--- src/rtl/pcs_10g_pkg.sv ---
// 10GBASE-R TX encoder shared definitions:
// XGMII characters, 64b/66b block types, FSM states.
package pcs_10g_pkg;

  localparam logic [7:0] XG_IDLE  = 8'h07;
  localparam logic [7:0] XG_START = 8'hFB;
  localparam logic [7:0] XG_TERM  = 8'hFD;
  localparam logic [7:0] XG_ERR   = 8'hFE;
  localparam logic [7:0] XG_SEQ   = 8'h9C;

  localparam logic [6:0] C7_IDLE = 7'h00;
  localparam logic [6:0] C7_ERR  = 7'h1E;
  localparam logic [3:0] O_SEQ   = 4'h0;

  localparam logic [7:0] BT_C     = 8'h1E;
  localparam logic [7:0] BT_O0    = 8'h4B;
  localparam logic [7:0] BT_O4    = 8'h2D;
  localparam logic [7:0] BT_C_S4  = 8'h33;
  localparam logic [7:0] BT_O0_S4 = 8'h66;
  localparam logic [7:0] BT_S0    = 8'h78;

  localparam logic [1:0] SYNC_DATA = 2'b01;
  localparam logic [1:0] SYNC_CTRL = 2'b10;

  localparam logic [65:0] LBLOCK_T = {
    28'h0, O_SEQ, 8'h01, 8'h00, 8'h00,
    BT_O0, SYNC_CTRL
  };

  localparam logic [65:0] EBLOCK_T = {
    {8{C7_ERR}}, BT_C, SYNC_CTRL
  };

  typedef enum logic [2:0] {
    TX_INIT,
    TX_C,
    TX_D,
    TX_T,
    TX_E
  } tx_state_e;

  typedef enum logic [2:0] {
    CLS_C,
    CLS_S,
    CLS_T,
    CLS_D,
    CLS_E
  } blk_cls_e;

  function automatic logic [7:0] t_type(
    input logic [2:0] k
  );
    logic [7:0] t;
    case (k)
      3'd0: t = 8'h87;
      3'd1: t = 8'h99;
      3'd2: t = 8'hAA;
      3'd3: t = 8'hB4;
      3'd4: t = 8'hCC;
      3'd5: t = 8'hD2;
      3'd6: t = 8'hE1;
      3'd7: t = 8'hFF;
    endcase
    return t;
  endfunction

endpackage

--- src/rtl/pcs_10g_enc_tx_param_blk_enc.sv ---
// Combinational 64b/66b block encoder:
// 8-lane XGMII word -> block class + 66b block.
module pcs_64b66b_block_enc
  import pcs_10g_pkg::*;
(
  input  logic [63:0] d,
  input  logic [7:0]  c,
  output blk_cls_e    cls,
  output logic [65:0] blk
);

  logic [7:0][7:0] ln;
  logic [7:0][6:0] cc;
  logic [7:0]      is_i;
  logic [7:0]      is_ie;
  logic [7:0]      t_hit;
  logic [2:0]      t_k;
  logic [55:0]     t_mask;
  logic            all_ie;
  logic            lo_ie;
  logic            hi_ie;
  logic            o0;
  logic            o4;
  logic            s0;
  logic            s4;
  logic [55:0]     pay;
  logic [7:0]      btype;
  logic [1:0]      hdr;

  assign ln = d;

  // per-lane idle/error detect and 7b code map
  always_comb begin
    is_i  = '0;
    is_ie = '0;
    cc    = '0;
    for (int k = 0; k < 8; k++) begin
      is_i[k]  = c[k] && (ln[k] == XG_IDLE);
      is_ie[k] = is_i[k] ||
                 (c[k] && (ln[k] == XG_ERR));
      cc[k]    = (ln[k] == XG_ERR) ?
                 C7_ERR : C7_IDLE;
    end
  end

  // locate /T/: data below, idles above
  always_comb begin
    t_hit = '0;
    t_k   = '0;
    for (int k = 0; k < 8; k++) begin
      t_hit[k] = c[k] && (ln[k] == XG_TERM);
      for (int j = 0; j < 8; j++) begin
        if (j < k && c[j])
          t_hit[k] = 1'b0;
        if (j > k && !is_i[j])
          t_hit[k] = 1'b0;
      end
      if (t_hit[k])
        t_k = 3'(k);
    end
  end

  assign all_ie = &is_ie;
  assign lo_ie  = &is_ie[3:0];
  assign hi_ie  = &is_ie[7:4];

  assign o0 = c[0] && (ln[0] == XG_SEQ) &&
              (c[3:1] == 3'b000);
  assign o4 = c[4] && (ln[4] == XG_SEQ) &&
              (c[7:5] == 3'b000);
  assign s0 = c[0] && (ln[0] == XG_START) &&
              (c[7:1] == 7'h00);
  assign s4 = c[4] && (ln[4] == XG_START) &&
              (c[7:5] == 3'b000);

  // keep only the data bytes ahead of /T/
  assign t_mask = ~({56{1'b1}} << {t_k, 3'b000});

  // classify and build the block
  always_comb begin
    cls   = CLS_E;
    hdr   = SYNC_CTRL;
    btype = BT_C;
    pay   = '0;
    unique case (1'b1)
      all_ie: begin
        cls = CLS_C;
        pay = cc;
      end
      o0 && hi_ie: begin
        cls   = CLS_C;
        btype = BT_O0;
        pay   = {cc[7:4], O_SEQ, d[31:8]};
      end
      lo_ie && o4: begin
        cls   = CLS_C;
        btype = BT_O4;
        pay   = {d[63:40], O_SEQ, cc[3:0]};
      end
      lo_ie && s4: begin
        cls   = CLS_S;
        btype = BT_C_S4;
        pay   = {d[63:40], 4'h0, cc[3:0]};
      end
      o0 && s4: begin
        cls   = CLS_S;
        btype = BT_O0_S4;
        pay   = {d[63:40], 4'h0, O_SEQ,
                 d[31:8]};
      end
      s0: begin
        cls   = CLS_S;
        btype = BT_S0;
        pay   = d[63:8];
      end
      |t_hit: begin
        cls   = CLS_T;
        btype = t_type(t_k);
        pay   = d[55:0] & t_mask;
      end
      c == 8'h00: begin
        cls   = CLS_D;
        hdr   = SYNC_DATA;
        btype = d[7:0];
        pay   = d[63:8];
      end
      default: cls = CLS_E;
    endcase
    blk = {pay, btype, hdr};
  end

endmodule

--- src/rtl/pcs_10g_enc_tx_param.sv ---
// 10GBASE-R TX encoder top: XGMII 32/64b in,
// Cl.49 TX FSM, registered 66b block out.
module pcs_10g_enc_tx_param
  import pcs_10g_pkg::*;
#(
  parameter  int XGMII_DATA_W = 64,
  localparam int XGMII_CTRL_W = XGMII_DATA_W / 8,
  localparam int BLOCK_W      = 66
) (
  input  logic                    clk,
  input  logic                    reset,
  input  logic                    xgmii_valid_i,
  input  logic [XGMII_DATA_W-1:0] xgmii_txd_i,
  input  logic [XGMII_CTRL_W-1:0] xgmii_txc_i,
  output logic                    xgmii_ready_o,
  output logic                    block_valid_o,
  output logic [BLOCK_W-1:0]      block_o,
  input  logic                    block_ready_i
);

  logic        acc;
  logic        word_done;
  logic [63:0] word_d;
  logic [7:0]  word_c;
  blk_cls_e    cls;
  logic [65:0] enc_blk;
  logic [65:0] nxt_blk;
  tx_state_e   state;
  tx_state_e   nxt;

  assign xgmii_ready_o = ~reset &
    (~block_valid_o | block_ready_i);
  assign acc = xgmii_valid_i & xgmii_ready_o;

  if (XGMII_DATA_W == 64) begin : g_w64
    assign word_d    = xgmii_txd_i;
    assign word_c    = xgmii_txc_i;
    assign word_done = acc;
  end else if (XGMII_DATA_W == 32) begin : g_w32
    logic        phase;
    logic [31:0] lo_d;
    logic [3:0]  lo_c;

    // hold lanes 0-3 until lanes 4-7 arrive
    always_ff @(posedge clk) begin
      if (reset) begin
        phase <= 1'b0;
        lo_d  <= '0;
        lo_c  <= '0;
      end else if (acc) begin
        phase <= ~phase;
        if (!phase) begin
          lo_d <= xgmii_txd_i;
          lo_c <= xgmii_txc_i;
        end
      end
    end

    assign word_d    = {xgmii_txd_i, lo_d};
    assign word_c    = {xgmii_txc_i, lo_c};
    assign word_done = acc & phase;
  end else begin : g_bad
    $error("XGMII_DATA_W must be 32 or 64");
  end

  pcs_64b66b_block_enc u_enc (
    .d   (word_d),
    .c   (word_c),
    .cls (cls),
    .blk (enc_blk)
  );

  // Cl.49 TX transition on a completed block
  always_comb begin
    nxt = TX_E;
    unique case (state)
      TX_INIT, TX_C, TX_T: begin
        if (cls == CLS_C)      nxt = TX_C;
        else if (cls == CLS_S) nxt = TX_D;
        else                   nxt = TX_E;
      end
      TX_D: begin
        if (cls == CLS_D)      nxt = TX_D;
        else if (cls == CLS_T) nxt = TX_T;
        else                   nxt = TX_E;
      end
      TX_E: begin
        if (cls == CLS_D)      nxt = TX_D;
        else if (cls == CLS_C) nxt = TX_C;
        else if (cls == CLS_T) nxt = TX_T;
        else                   nxt = TX_E;
      end
      default: nxt = TX_E;
    endcase
  end

  // substitute error/fault blocks by target
  always_comb begin
    nxt_blk = enc_blk;
    unique case (nxt)
      TX_INIT: nxt_blk = LBLOCK_T;
      TX_E:    nxt_blk = EBLOCK_T;
      default: nxt_blk = enc_blk;
    endcase
  end

  // output register, state and handshake
  always_ff @(posedge clk) begin
    if (reset) begin
      state         <= TX_INIT;
      block_valid_o <= 1'b0;
      block_o       <= LBLOCK_T;
    end else if (word_done) begin
      state         <= nxt;
      block_valid_o <= 1'b1;
      block_o       <= nxt_blk;
    end else if (block_ready_i) begin
      block_valid_o <= 1'b0;
    end
  end

endmodule

--- config.mk ---
export PLATFORM = sky130hd
export DESIGN_NAME = pcs_10g_enc_tx_param
export DESIGN_NICKNAME = d
export VERILOG_FILES = /design/src/rtl/pcs_10g_pkg.sv /design/src/rtl/pcs_10g_enc_tx_param_blk_enc.sv /design/src/rtl/pcs_10g_enc_tx_param.sv
export SDC_FILE = /design/constraint.sdc
export NUM_CORES = 1
export LEC_CHECK = 0
export CAP_MARGIN = 30
export CORE_ASPECT_RATIO = 0.7
export CORE_MARGIN = 5
export CORE_UTILIZATION = 30
export CTS_CLUSTER_SIZE = 28
export DETAILED_ROUTE_END_ITERATION = 12
export SLEW_MARGIN = 10
export SYNTH_ARGS = -nofsm -noshare
export SYNTH_HDL_FRONTEND = slang
export SYNTH_SLANG_ARGS = --single-unit
--- constraint.sdc ---
create_clock -name clk -period 6.1 [get_ports clk]
set_clock_uncertainty 0.15 [all_clocks]
set_input_delay 1.22 -clock clk [delete_from_list [all_inputs] [get_ports clk]]
set_output_delay 1.22 -clock clk [all_outputs]
set_load 0.02 [all_outputs]
==> out/metrics.cfg <==
[detailed_routing]
vias = 5265
routed_via_density = 5.96
wl_per_cell_um = 21.9
drtAntennaViolNets = 0
routed_wl_um = 19300
dr.pass1.iters = 6
drt_iter0_markers = 588
drc = 0

[global_route]
antenna_found_initial = 0
grt_overflow = 0
grt_pass1_vias = 5238
grt_pass1_wl_um = 29900
grt_max_degree = 39
grt_use_total_pct = 21.6

[final_layout]
num_antenna_cells = 0
syn_to_final_growth_pct = 44.4
fin_nets = 769
drive_above_1_share_pct = 6.77
fin_util_pct = 44.7
stdcell_count = 884

[worst_setup_path]
path_max_fanout = 8
cp.required_ns = 6.19
start_kind = input port
max_stage_delay_ns = 0.64
path_class = in -> reg
worst_path_max_delay_cell = clkdlybuf4s50_1
cp-end-kind = flip-flop
cp.arrival_ns = 5.11
crit_chain = clkdlybuf4s50_1 -> or3b_1 -> or4_1 -> nor3_2 -> nand2_1 -> o21ai_0 -> inv_1 -> ha_1 -> o31ai_2 -> a22oi_1 -> o31ai_1

[clocking]
clk_latency_ns = 0.33
cts.sinks = 70
clockBufferDepth = 2
cts_resized = 0
clkTransAtPathRegs_ns = 0.06
cts_tree = done
post-cts-setup-buffer-count = 0
clk_root_buffer_cell = clkbuf_16
cts.htree.levels = 3
numCtsBuffers = 9
cts_hold_buf = 0

[power]
power_mw = 1.32
peakVddDrop_uv = 121
power_density_mw_per_mm2 = 209
clkPwrFrac_pct = 40.9
p_int_mw = 0.941
switchingPower_mw = 0.378
comb_power_share_pct = 20.6
power_frac_seq_pct = 38.5
swShare_pct = 28.7
power.leakage_nw = 2.05

[synth]
synth_edf_count = 0
synthesis.area_sq_mm = 0.00437
ys_seq_area_share_pct = 32.1
synth_cells = 552
synthSimpleGateAreaFrac_pct = 29.4
synth_xor_area_share_pct = 0
synth_compound_area_share_pct = 34.0
yosysUniqueCellTypes = 72
synth_nets = 632
postSynthAreaPerCell_sq_um = 7.92
yosys_register_bits = 70
synth.area.mux_share_pct = 0
synth-adder-area-share_pct = 1.15
yosys_warnings = 0
synth_top_family_by_area = compound AO/OA/AOI/OAI gates
async_flop_share_pct = 0
ys.flop_type = dfxtp_1

[die]
die_x_um = 154
pin_count = 144
core_sq_mm = 0.0141
start_util_pct = 31.0
rows = 36
die_area_sq_mm = 0.0171
chipHeight_um = 111

[sta]
period_share_pct = 82.3
rsz0062_at_grt = no
finalHoldViolations = 0
fmax_mhz = 199
report.final.slew_viol_count = 0
min_period_ns = 5.02
slew_headroom_pct = 37.2
hold_slack_ns = 0.296
tightestPinTransition_ns = 0.933
tns_ns = 0
setup_viol = 0

[placement]
hpwlAfterDp_um = 14900
dp_cells = 867
place.gp.congestion = 0.934
io_buffer_count = 143

[worst_hold_path]
worst_hold_path_type = reg -> reg

[run_status]
outcome = completed

[job]
max_cap_viol_count = 0

-- critical path, delay by kind of cell --
family | cells | cell delay [ns]
AND/OR/NAND/NOR | 4 | 1.37
AO/OA/AOI/OAI | 4 | 1.48
adder cells (fa/ha/maj) | 1 | 0.27
buffers and inverters | 2 | 0.78
-- flip-flops by register name (all words and copies together), names as in the netlist --
signal,cells
block_o,66
block_valid_o,1
state,3
-- synthesized netlist by cell type (4+ instances only) --
cell type | number | area share, %
nor3_1 | 8 | 0.92
nand2_1 | 65 | 5.6
a22o_1 | 10 | 2.0
nor4_1 | 12 | 1.7
or3_1 | 4 | 0.57
and4b_1 | 4 | 0.92
o21ai_0 | 14 | 1.6
nand4_1 | 16 | 2.3
and3_1 | 12 | 1.7
nand4b_1 | 6 | 1.2
buf_2 | 7 | 0.80
nand3b_1 | 5 | 0.86
a2bb2oi_1 | 9 | 1.8
nand3_1 | 16 | 1.8
nor2_1 | 32 | 2.7
a21oi_1 | 47 | 5.4
a22oi_1 | 35 | 6.0
a31oi_1 | 20 | 2.9
or4_1 | 5 | 0.86
clkbuf_1 | 16 | 1.4
and4_1 | 4 | 0.80
o31ai_1 | 5 | 0.86
a221oi_1 | 17 | 3.4
nor4b_1 | 7 | 1.4
dfxtp_1 | 70 | 32
nor2b_1 | 8 | 1.1
inv_1 | 9 | 0.77
o21ai_1 | 20 | 2.3
ha_1 | 4 | 1.1
-- final cells by class --
cell class,instances,area (sq um)
repair buffers,151,1510
inverters,10,37.5
multi-input cells,447,2830
fillers,1426,7790
clock inverters,6,61.3
flip-flops and latches,70,1400
well taps,190,238
clock buffers,10,239
-- final timing paths --
| path | cells past startpoint | end | slack (ns) | start |
|---|---|---|---|---|
| setup reg to reg | 6 | block_o[49] | 3.86 | state[1] |
| hold reg to reg | 2 | block_o[30] | 0.30 | block_o[30] |
| hold / removal | 2 | block_o[30] | 0.30 | block_o[30] |
| setup / recovery | 11 | block_o[16] | 1.08 | xgmii_txc_i[4] |
-- power groups by stage --
stage / clock [mW] / combinational [mW] / sequential [mW]
final: 0.539 / 0.272 / 0.508
after global routing: 0.569 / 0.292 / 0.511
after CTS: 0.547 / 0.271 / 0.507
after detailed placement: 0 / 0.270 / 0.517
after global placement: 0 / 0.267 / 0.516
after floorplan: 0 / 0.0761 / 0.546
-- layer usage --
layer	vias up	track usage (%)	share of wire (%)
li1	2455	-	-
met1	2520	31.6	48
met2	260	31.2	41
met3	30	6.05	9.0
met4	0	5.18	1.2
met5	-	0	0
-- cell usage in the layout (no fill, tap or decap), drive strengths merged, types with 6 or more instances in the layout --
cell type	instances
nand4	16
buf	8
nand3	16
o31ai	6
nand4b	6
a22oi	35
dfxtp	70
clkbuf	10
a22o	10
a31oi	20
nor2	35
a221oi	17
o21ai	37
a21oi	49
nor2b	8
clkdlybuf4s50	143
or4	6
nor4b	7
nor3	9
a2bb2oi	10
inv	10
and3	12
nand2	65
nor4	12
-- per-stage QoR --
stage,setup WS (ns),area (sq um)
floorplan,2.02,4370
global placement,0.990,5980
detailed placement,0.769,5990
CTS,1.11,6290
global route,0.845,6310
finish,1.08,6310
-- kinds of logic (layout without fill, tap and decap cells) --
kind of cell | after synthesis | in the layout
AO/OA/AOI/OAI | 213 | 213
adder cells (fa/ha/maj) | 4 | 4
AND/OR/NAND/NOR | 230 | 230
buffers and inverters | 35 | 177
flip-flops | 70 | 70
Note: power is estimated with default switching activity, not from simulation.
